### src/rtl/cpu_params_pkg.sv
// rtl/cpu_params_pkg.sv - CPU-wide constants shared by the front end
package cpu_params_pkg;

    localparam logic [31:0] RESET_PC              = 32'h0000_1000;
    localparam int          FETCH_Q_DEPTH_DEFAULT = 4;

endpackage

### src/rtl/cpu_structs_pkg.sv
// rtl/cpu_structs_pkg.sv - pipeline payload structs and fetch state encoding
package cpu_structs_pkg;

    typedef struct packed {
        logic [31:0] inst;
        logic [31:0] pc;
    } ipd_t;

    typedef struct packed {
        ipd_t ipd;
    } FET_2_DEC;

    typedef enum logic [1:0] {
        F_RESET = 2'd0,
        F_RUN   = 2'd1,
        F_HALT  = 2'd2
    } fetch_state_e;

endpackage

### src/rtl/f2d_intf.sv
// rtl/f2d_intf.sv - fetch-to-decode valid/rdy handshake carrying FET_2_DEC
interface F2D_intf;
    import cpu_structs_pkg::*;

    logic     valid;
    logic     rdy;
    FET_2_DEC data;

    modport master (output valid, output data, input rdy);
    modport slave  (input valid, input data, output rdy);

endinterface

### src/rtl/fetch_queue.sv
// rtl/fetch_queue.sv - power-of-two FIFO of generic elements with synchronous flush
module fetch_queue #(
    parameter int  DEPTH = 4,
    parameter type T     = logic [31:0]
) (
    input  logic                   clk,
    input  logic                   flush,
    input  logic                   push,
    input  T                       push_data,
    input  logic                   pop,
    output T                       head_data,
    output logic [$clog2(DEPTH):0] count
);
    localparam int AW = $clog2(DEPTH);
    localparam int CW = AW + 1;

    T              mem [DEPTH];
    logic [AW-1:0] rd_ptr;
    logic [AW-1:0] wr_ptr;
    logic          full;
    logic          do_push;
    logic          do_pop;

    assign full      = (count == CW'(DEPTH));
    assign do_pop    = pop && (count != '0);
    assign do_push   = push && (!full || do_pop);
    assign head_data = mem[rd_ptr];

    // Pointers are AW bits wide, so they wrap modulo DEPTH on their own.
    always_ff @(posedge clk) begin
        if (flush) begin
            rd_ptr <= '0;
            wr_ptr <= '0;
            count  <= '0;
        end else begin
            if (do_push) begin
                mem[wr_ptr] <= push_data;
                wr_ptr      <= wr_ptr + AW'(1);
            end
            if (do_pop) begin
                rd_ptr <= rd_ptr + AW'(1);
            end
            count <= count + CW'(do_push) - CW'(do_pop);
        end
    end

    full_push_check: assert property (@(posedge clk) disable iff (flush)
        !(push && full && !pop));

endmodule

### src/rtl/fetch.sv
// rtl/fetch.sv - instruction fetch with request credits, flush discard and decode queue
// Optional perf counters (perf_stall_cnt, perf_flush_cnt) under FETCH_PERF_EN.
module fetch
    import cpu_params_pkg::*;
    import cpu_structs_pkg::*;
#(
    parameter int FETCH_Q_DEPTH   = FETCH_Q_DEPTH_DEFAULT,
    parameter int MAX_OUTSTANDING = 2
) (
    input  logic        clk_in,
    input  logic        reset_in,
    input  logic        cpu_halt,
    input  logic        pipe_flush,
    input  logic [31:0] branch_pc,
    output logic        ic_req_valid,
    output logic [31:0] ic_req_addr,
    input  logic        ic_req_rdy,
    input  logic        ic_rsp_valid,
    input  logic [31:0] ic_rsp_data,
    F2D_intf.master     F2D_bus
`ifdef FETCH_PERF_EN
    ,
    output logic [31:0] perf_stall_cnt,
    output logic [31:0] perf_flush_cnt
`endif
);
    localparam int QCW = $clog2(FETCH_Q_DEPTH) + 1;
    localparam int CW  = 8;

    fetch_state_e   state;
    fetch_state_e   state_next;
    logic [31:0]    fetch_pc;
    logic [31:0]    rsp_pc;
    logic [CW-1:0]  outstanding;
    logic [CW-1:0]  discard_cnt;
    logic [CW-1:0]  in_use;
    logic [QCW-1:0] q_count;
    logic           req_fire;
    logic           rsp_live;
    logic           rsp_drop;
    logic           deliver;
    logic           q_flush;
    FET_2_DEC       push_data;
    FET_2_DEC       head_data;

    always_ff @(posedge clk_in) begin
        if (reset_in) begin
            state <= F_RESET;
        end else begin
            state <= state_next;
        end
    end

    // Only live (non-discarded) requests reserve queue slots.
    assign in_use = CW'(q_count) + outstanding;

    always_comb begin
        state_next   = state;
        ic_req_valid = 1'b0;
        case (state)
            F_RESET: state_next = F_RUN;
            F_RUN: begin
                if (cpu_halt) begin
                    state_next = F_HALT;
                end
                ic_req_valid = !reset_in && !pipe_flush
                            && (in_use < CW'(FETCH_Q_DEPTH))
                            && (outstanding < CW'(MAX_OUTSTANDING));
            end
            F_HALT: begin
                if (!cpu_halt) begin
                    state_next = F_RUN;
                end
            end
            default: state_next = F_RESET;
        endcase
    end

    assign ic_req_addr = fetch_pc;
    assign req_fire    = ic_req_valid && ic_req_rdy;
    assign rsp_live    = ic_rsp_valid && (discard_cnt == '0);
    assign rsp_drop    = ic_rsp_valid && (discard_cnt != '0);
    assign q_flush     = reset_in || pipe_flush;

    always_comb begin
        push_data          = '0;
        push_data.ipd.inst = ic_rsp_data;
        push_data.ipd.pc   = rsp_pc;
    end

    assign F2D_bus.valid = !reset_in && (q_count != '0);
    assign F2D_bus.data  = head_data;
    assign deliver       = F2D_bus.valid && F2D_bus.rdy;

    // On flush every live request still in flight turns into a discard.
    always_ff @(posedge clk_in) begin
        if (reset_in) begin
            fetch_pc    <= RESET_PC;
            rsp_pc      <= RESET_PC;
            outstanding <= '0;
            discard_cnt <= '0;
        end else if (pipe_flush) begin
            fetch_pc    <= branch_pc;
            rsp_pc      <= branch_pc;
            outstanding <= '0;
            discard_cnt <= outstanding + discard_cnt - CW'(ic_rsp_valid);
        end else begin
            if (req_fire) begin
                fetch_pc <= fetch_pc + 32'd4;
            end
            if (rsp_live) begin
                rsp_pc <= rsp_pc + 32'd4;
            end
            outstanding <= outstanding + CW'(req_fire) - CW'(rsp_live);
            discard_cnt <= discard_cnt - CW'(rsp_drop);
        end
    end

    fetch_queue #(
        .DEPTH (FETCH_Q_DEPTH),
        .T     (FET_2_DEC)
    ) u_queue (
        .clk       (clk_in),
        .flush     (q_flush),
        .push      (rsp_live),
        .push_data (push_data),
        .pop       (deliver),
        .head_data (head_data),
        .count     (q_count)
    );

`ifdef FETCH_PERF_EN
    always_ff @(posedge clk_in) begin
        if (reset_in) begin
            perf_stall_cnt <= '0;
            perf_flush_cnt <= '0;
        end else begin
            if (state == F_RUN && q_count == '0 && perf_stall_cnt != '1) begin
                perf_stall_cnt <= perf_stall_cnt + 32'd1;
            end
            if (pipe_flush && perf_flush_cnt != '1) begin
                perf_flush_cnt <= perf_flush_cnt + 32'd1;
            end
        end
    end
`endif

endmodule

### src/flat_wrapper.sv
// flat-port wrapper written by rule: the top's interface ports become plain ports
module fetch_flat import cpu_params_pkg::*; import cpu_structs_pkg::*;
#(
    parameter int FETCH_Q_DEPTH   = FETCH_Q_DEPTH_DEFAULT,
    parameter int MAX_OUTSTANDING = 2
)
  (clk_in, reset_in, cpu_halt, pipe_flush, branch_pc, ic_req_valid, ic_req_addr, ic_req_rdy, ic_rsp_valid, ic_rsp_data, F2D_bus_valid, F2D_bus_data, F2D_bus_rdy);
  F2D_intf F2D_bus_i ();
  input  logic clk_in;
  input  logic reset_in;
  input  logic cpu_halt;
  input  logic pipe_flush;
  input  logic [31:0] branch_pc;
  output logic ic_req_valid;
  output logic [31:0] ic_req_addr;
  input  logic ic_req_rdy;
  input  logic ic_rsp_valid;
  input  logic [31:0] ic_rsp_data;
  output wire logic [$bits(F2D_bus_i.valid)-1:0] F2D_bus_valid;
  output wire logic [$bits(F2D_bus_i.data)-1:0] F2D_bus_data;
  input wire logic [$bits(F2D_bus_i.rdy)-1:0] F2D_bus_rdy;
  assign F2D_bus_valid = F2D_bus_i.valid;
  assign F2D_bus_data = F2D_bus_i.data;
  assign F2D_bus_i.rdy = F2D_bus_rdy;
  fetch #(.FETCH_Q_DEPTH(FETCH_Q_DEPTH), .MAX_OUTSTANDING(MAX_OUTSTANDING)) u_core (.clk_in(clk_in), .reset_in(reset_in), .cpu_halt(cpu_halt), .pipe_flush(pipe_flush), .branch_pc(branch_pc), .ic_req_valid(ic_req_valid), .ic_req_addr(ic_req_addr), .ic_req_rdy(ic_req_rdy), .ic_rsp_valid(ic_rsp_valid), .ic_rsp_data(ic_rsp_data), .F2D_bus(F2D_bus_i));
endmodule
### config.mk
export PLATFORM = sky130hd
export DESIGN_NAME = fetch_flat
export DESIGN_NICKNAME = d
export VERILOG_FILES = /design/src/rtl/cpu_params_pkg.sv /design/src/rtl/cpu_structs_pkg.sv /design/src/rtl/f2d_intf.sv /design/src/rtl/fetch_queue.sv /design/src/rtl/fetch.sv /design/src/flat_wrapper.sv
export SDC_FILE = /design/constraint.sdc
export NUM_CORES = 1
export LEC_CHECK = 0
export ABC_AREA = 1
export CAP_MARGIN = 20
export CORE_MARGIN = 8
export CORE_UTILIZATION = 43
export DETAILED_ROUTE_END_ITERATION = 8
export PLACE_DENSITY = 0.68
export SLEW_MARGIN = 20
export SYNTH_ARGS = -nofsm -noshare
export SYNTH_HDL_FRONTEND = slang
export SYNTH_HIERARCHICAL = 1
export SYNTH_SLANG_ARGS = --single-unit
### constraint.sdc
create_clock -name clk_in -period 8.8 [get_ports clk_in]
set_clock_uncertainty 0.15 [all_clocks]
set_input_delay 1.76 -clock clk_in [delete_from_list [all_inputs] [get_ports clk_in]]
set_output_delay 1.76 -clock clk_in [all_outputs]
set_load 0.01 [all_outputs]
==> impl_results.md <==
- Status: finished clean
- Area Overhead vs Synth: 19.8%
- Critical setup path kind: in2out
- Core area: 37300 um^2
- Detail Placement HPWL: 26700 um
- GPL Wtd Cong: 0.969
- Post-synthesis cell type count: 42
- WL/cell: 17.7 um
- Clk_lat worst skew: 0.52 ns
- Main synth FF type: edfxtp_1
- Power Density: 216 nW/um^2
- Peak VDD IR: 0.000125 V
- Post-CTS setup buffer count: 0
- Iter 0 DRT Violations: 1019
- Vias per cell: 5.36
- Hold Startpoint: u_core/ic_req_addr[0]$_SDFFE_PP0P_
- # rows: 71
- Slew Viols, Final: 0
- Top post-synthesis cells by area: edfxtp_1, dfxtp_1, nand2_1, nor2_1, o21ai_0
- Gr ovfl total: 0
- Crit path from: pipe_flush
- Final worst-path cycle share: 66.9%
- Final Hold Vio Count: 0
- Routed WL: 41300 um
- Leak: 7.03 nW
- Fin util: 51.7%
- Cell with the most instances after synthesis: nand2_1
- CTS Hold Buffers Added: 0
- First-pass GRT wire length: 65200 um
- TritonCTS clock tree: built
- Filler instances: 3305
- Layout cells sized above 1: 5.01%
- Hold slack: 0.307 ns
- Crit path required time: 6.89 ns
- CTS sink count: 347
- Synth top cells by count: nand2_1, edfxtp_1, nor2_1
- Chip height: 210 um
- Detailed Routing Iterations Pass 1: 6
- Worst Path Max Fanout: 46
- RSZ-0062 raised after global routing: no
- Post-synth EDFFs: 256
- # H-tree levels: 2
- Top-area cell type share of the netlist area: 47.7%
- Storage cell area: 9510 um^2
- Port Buffers: 168
- Setup-failing EPs final: 0
- Antenna violations before repair: 0
- Post-synth ARST share: 0%
- Synth Instances: 1676
- Vias: 12.5k
- Io pins: 169
- Clock Tree Root: clkbuf_16
- CP Capture Type: output port
- Ant. Diodes: 0
- Die area: 43900 um^2
- Max Cap Viol: 0
- Rel. slew slack: 27.7%
- Num CTS Buffers: 38
- Worst min path class: reg2reg
- Clk buf depth: 3
- Maximum clock frequency: 170 MHz
- FF-to-FF Start: u_core/outstanding[2]$_SDFF_PP0_
- Starting Density: 43.2%
- Post-Synthesis Cell Area: 16100 um^2
- Yosys reg bits: 347
- Sequential area share after synthesis: 59.0%
- Synth area leader: edfxtp_1
- Syn. warnings: 6
- Width of the die: 210 um
- Vias in the first global route: 12.3k
- Arr. time, crit path: 3.97 ns
- DRT antenna net count: 0
- Actual slew at the worst max-slew pin: 1.08 ns
- Syn Nets: 1793
- Startpoint types: primary input
- Post-CTS Resized: 0
- Setup TNS: 0 ns
- Final Critical Period: 5.88 ns
- Gr usage total: 18.3%
- Worst-path clk slew: 0.06 ns
- Post-Syn Area per Cell: 9.62 um^2
- DRC: 0
- Largest net degree at the start of global routing: 113
- Area occupied by multi-input gates: 5660 um^2
- Nets@finish: 1945
==> routing by layer <==
layer / track usage (%) / wire, um
met5: 0 / 0
met1: 24.7 / 18000
met3: 4.15 / 3620
met2: 29.1 / 18600
met4: 5.37 / 1010
==> final timing paths <==
check             cells past startpoint                                 end  slack, ns
setup / recovery                      9                        ic_req_valid       2.92
hold / removal                        2  u_core/ic_req_addr[0]$_SDFFE_PP0P_       0.31
setup reg to reg                     23    u_core/outstanding[6]$_SDFF_PP0_       5.12
hold reg to reg                       2  u_core/ic_req_addr[0]$_SDFFE_PP0P_       0.31
==> metrics by stage <==
step / cell area, um^2 / power [W] / instances / setup WS, ns
3_3_place_gp: 18100 / 0.00263 / 2262 / 3.01
2_1_floorplan: 16100 / 0.00242 / 1676 / 2.80
4_1_cts: 19300 / 0.00420 / 2331 / 2.95
5_1_grt: 19300 / 0.00438 / 2331 / 2.85
6_report: 19300 / 0.00417 / 2331 / 2.92
3_5_place_dp: 18100 / 0.00264 / 2262 / 2.97
==> state kept, by name, summed over array words and instances (netlist names), named ones only <==
register / cells
u_core/u_queue/rd_ptr: 2
u_core/u_queue/mem: 256
u_core/ic_req_addr: 32
u_core/u_queue/wr_ptr: 2
u_core/u_queue/count: 3
u_core/rsp_pc: 32
u_core/outstanding: 8
u_core/state: 2
u_core/discard_cnt: 8
==> cell families (layout without fill, tap and decap cells) <==
group,after synthesis,after routing,synth area share (%)
AO/OA/AOI/OAI,333,333,11.1
XOR/XNOR,35,35,1.90
adder cells (fa/ha/maj),47,47,3.77
buffers and inverters,212,393,6.04
flip-flops,347,347,59.0
AND/OR/NAND/NOR,702,702,18.2
==> power breakdown <==
part | leakage, nW | total [W] | switching [W] | internal, W
Combinational | 3.38 | 0.000721 | 0.000426 | 0.000296
Clock | 0.581 | 0.00155 | 0.000644 | 0.000909
Sequential | 3.07 | 0.00190 | 0.0000735 | 0.00182
Total | 7.03 | 0.00417 | 0.00114 | 0.00303
==> layout make-up <==
type                    instances  share of cell area [%]
multi-input cells            1117                    29.3
flip-flops and latches        347                    49.3
inverters                     145                    2.83
clock buffers                  47                    5.21
repair buffers                179                    9.13
well taps                     474                    3.07
clock inverters                22                    1.10
==> worst max-delay path, stage by stage <==
cell             delay [ns]
clkdlybuf4s50_1        0.39
buf_4                  0.28
inv_2                  0.14
nand2_4                0.12
nor2_1                 0.18
and2_1                 0.14
nand4_1                0.10
nor3_1                 0.25
clkdlybuf4s50_1        0.61
==> cell usage in the layout, fill, tap and decap left out, drive strengths merged <==
| cell | n |
|---|---|
| and2 | 1 |
| maj3 | 1 |
| nor4 | 2 |
| dfxtp | 91 |
| o21ai | 180 |
| xnor2 | 13 |
| nand3 | 82 |
| nand4 | 27 |
| inv | 148 |
| fa | 3 |
| nor3 | 25 |
| nand3b | 8 |
| nand2 | 312 |
| nor2 | 244 |
| buf | 12 |
| ha | 43 |
| o221ai | 1 |
| o211ai | 2 |
| clkdlybuf4s50 | 167 |
| nor3b | 1 |
| clkinv | 11 |
| a21oi | 69 |
| o21bai | 4 |
| edfxtp | 256 |
| a21o | 1 |
| o21a | 1 |
| bufinv | 3 |
| xor2 | 22 |
| clkinvlp | 5 |
| a21boi | 1 |
| o22ai | 67 |
| clkbuf | 47 |
| a31oi | 7 |
Note: power is estimated with default switching activity, not from simulation.
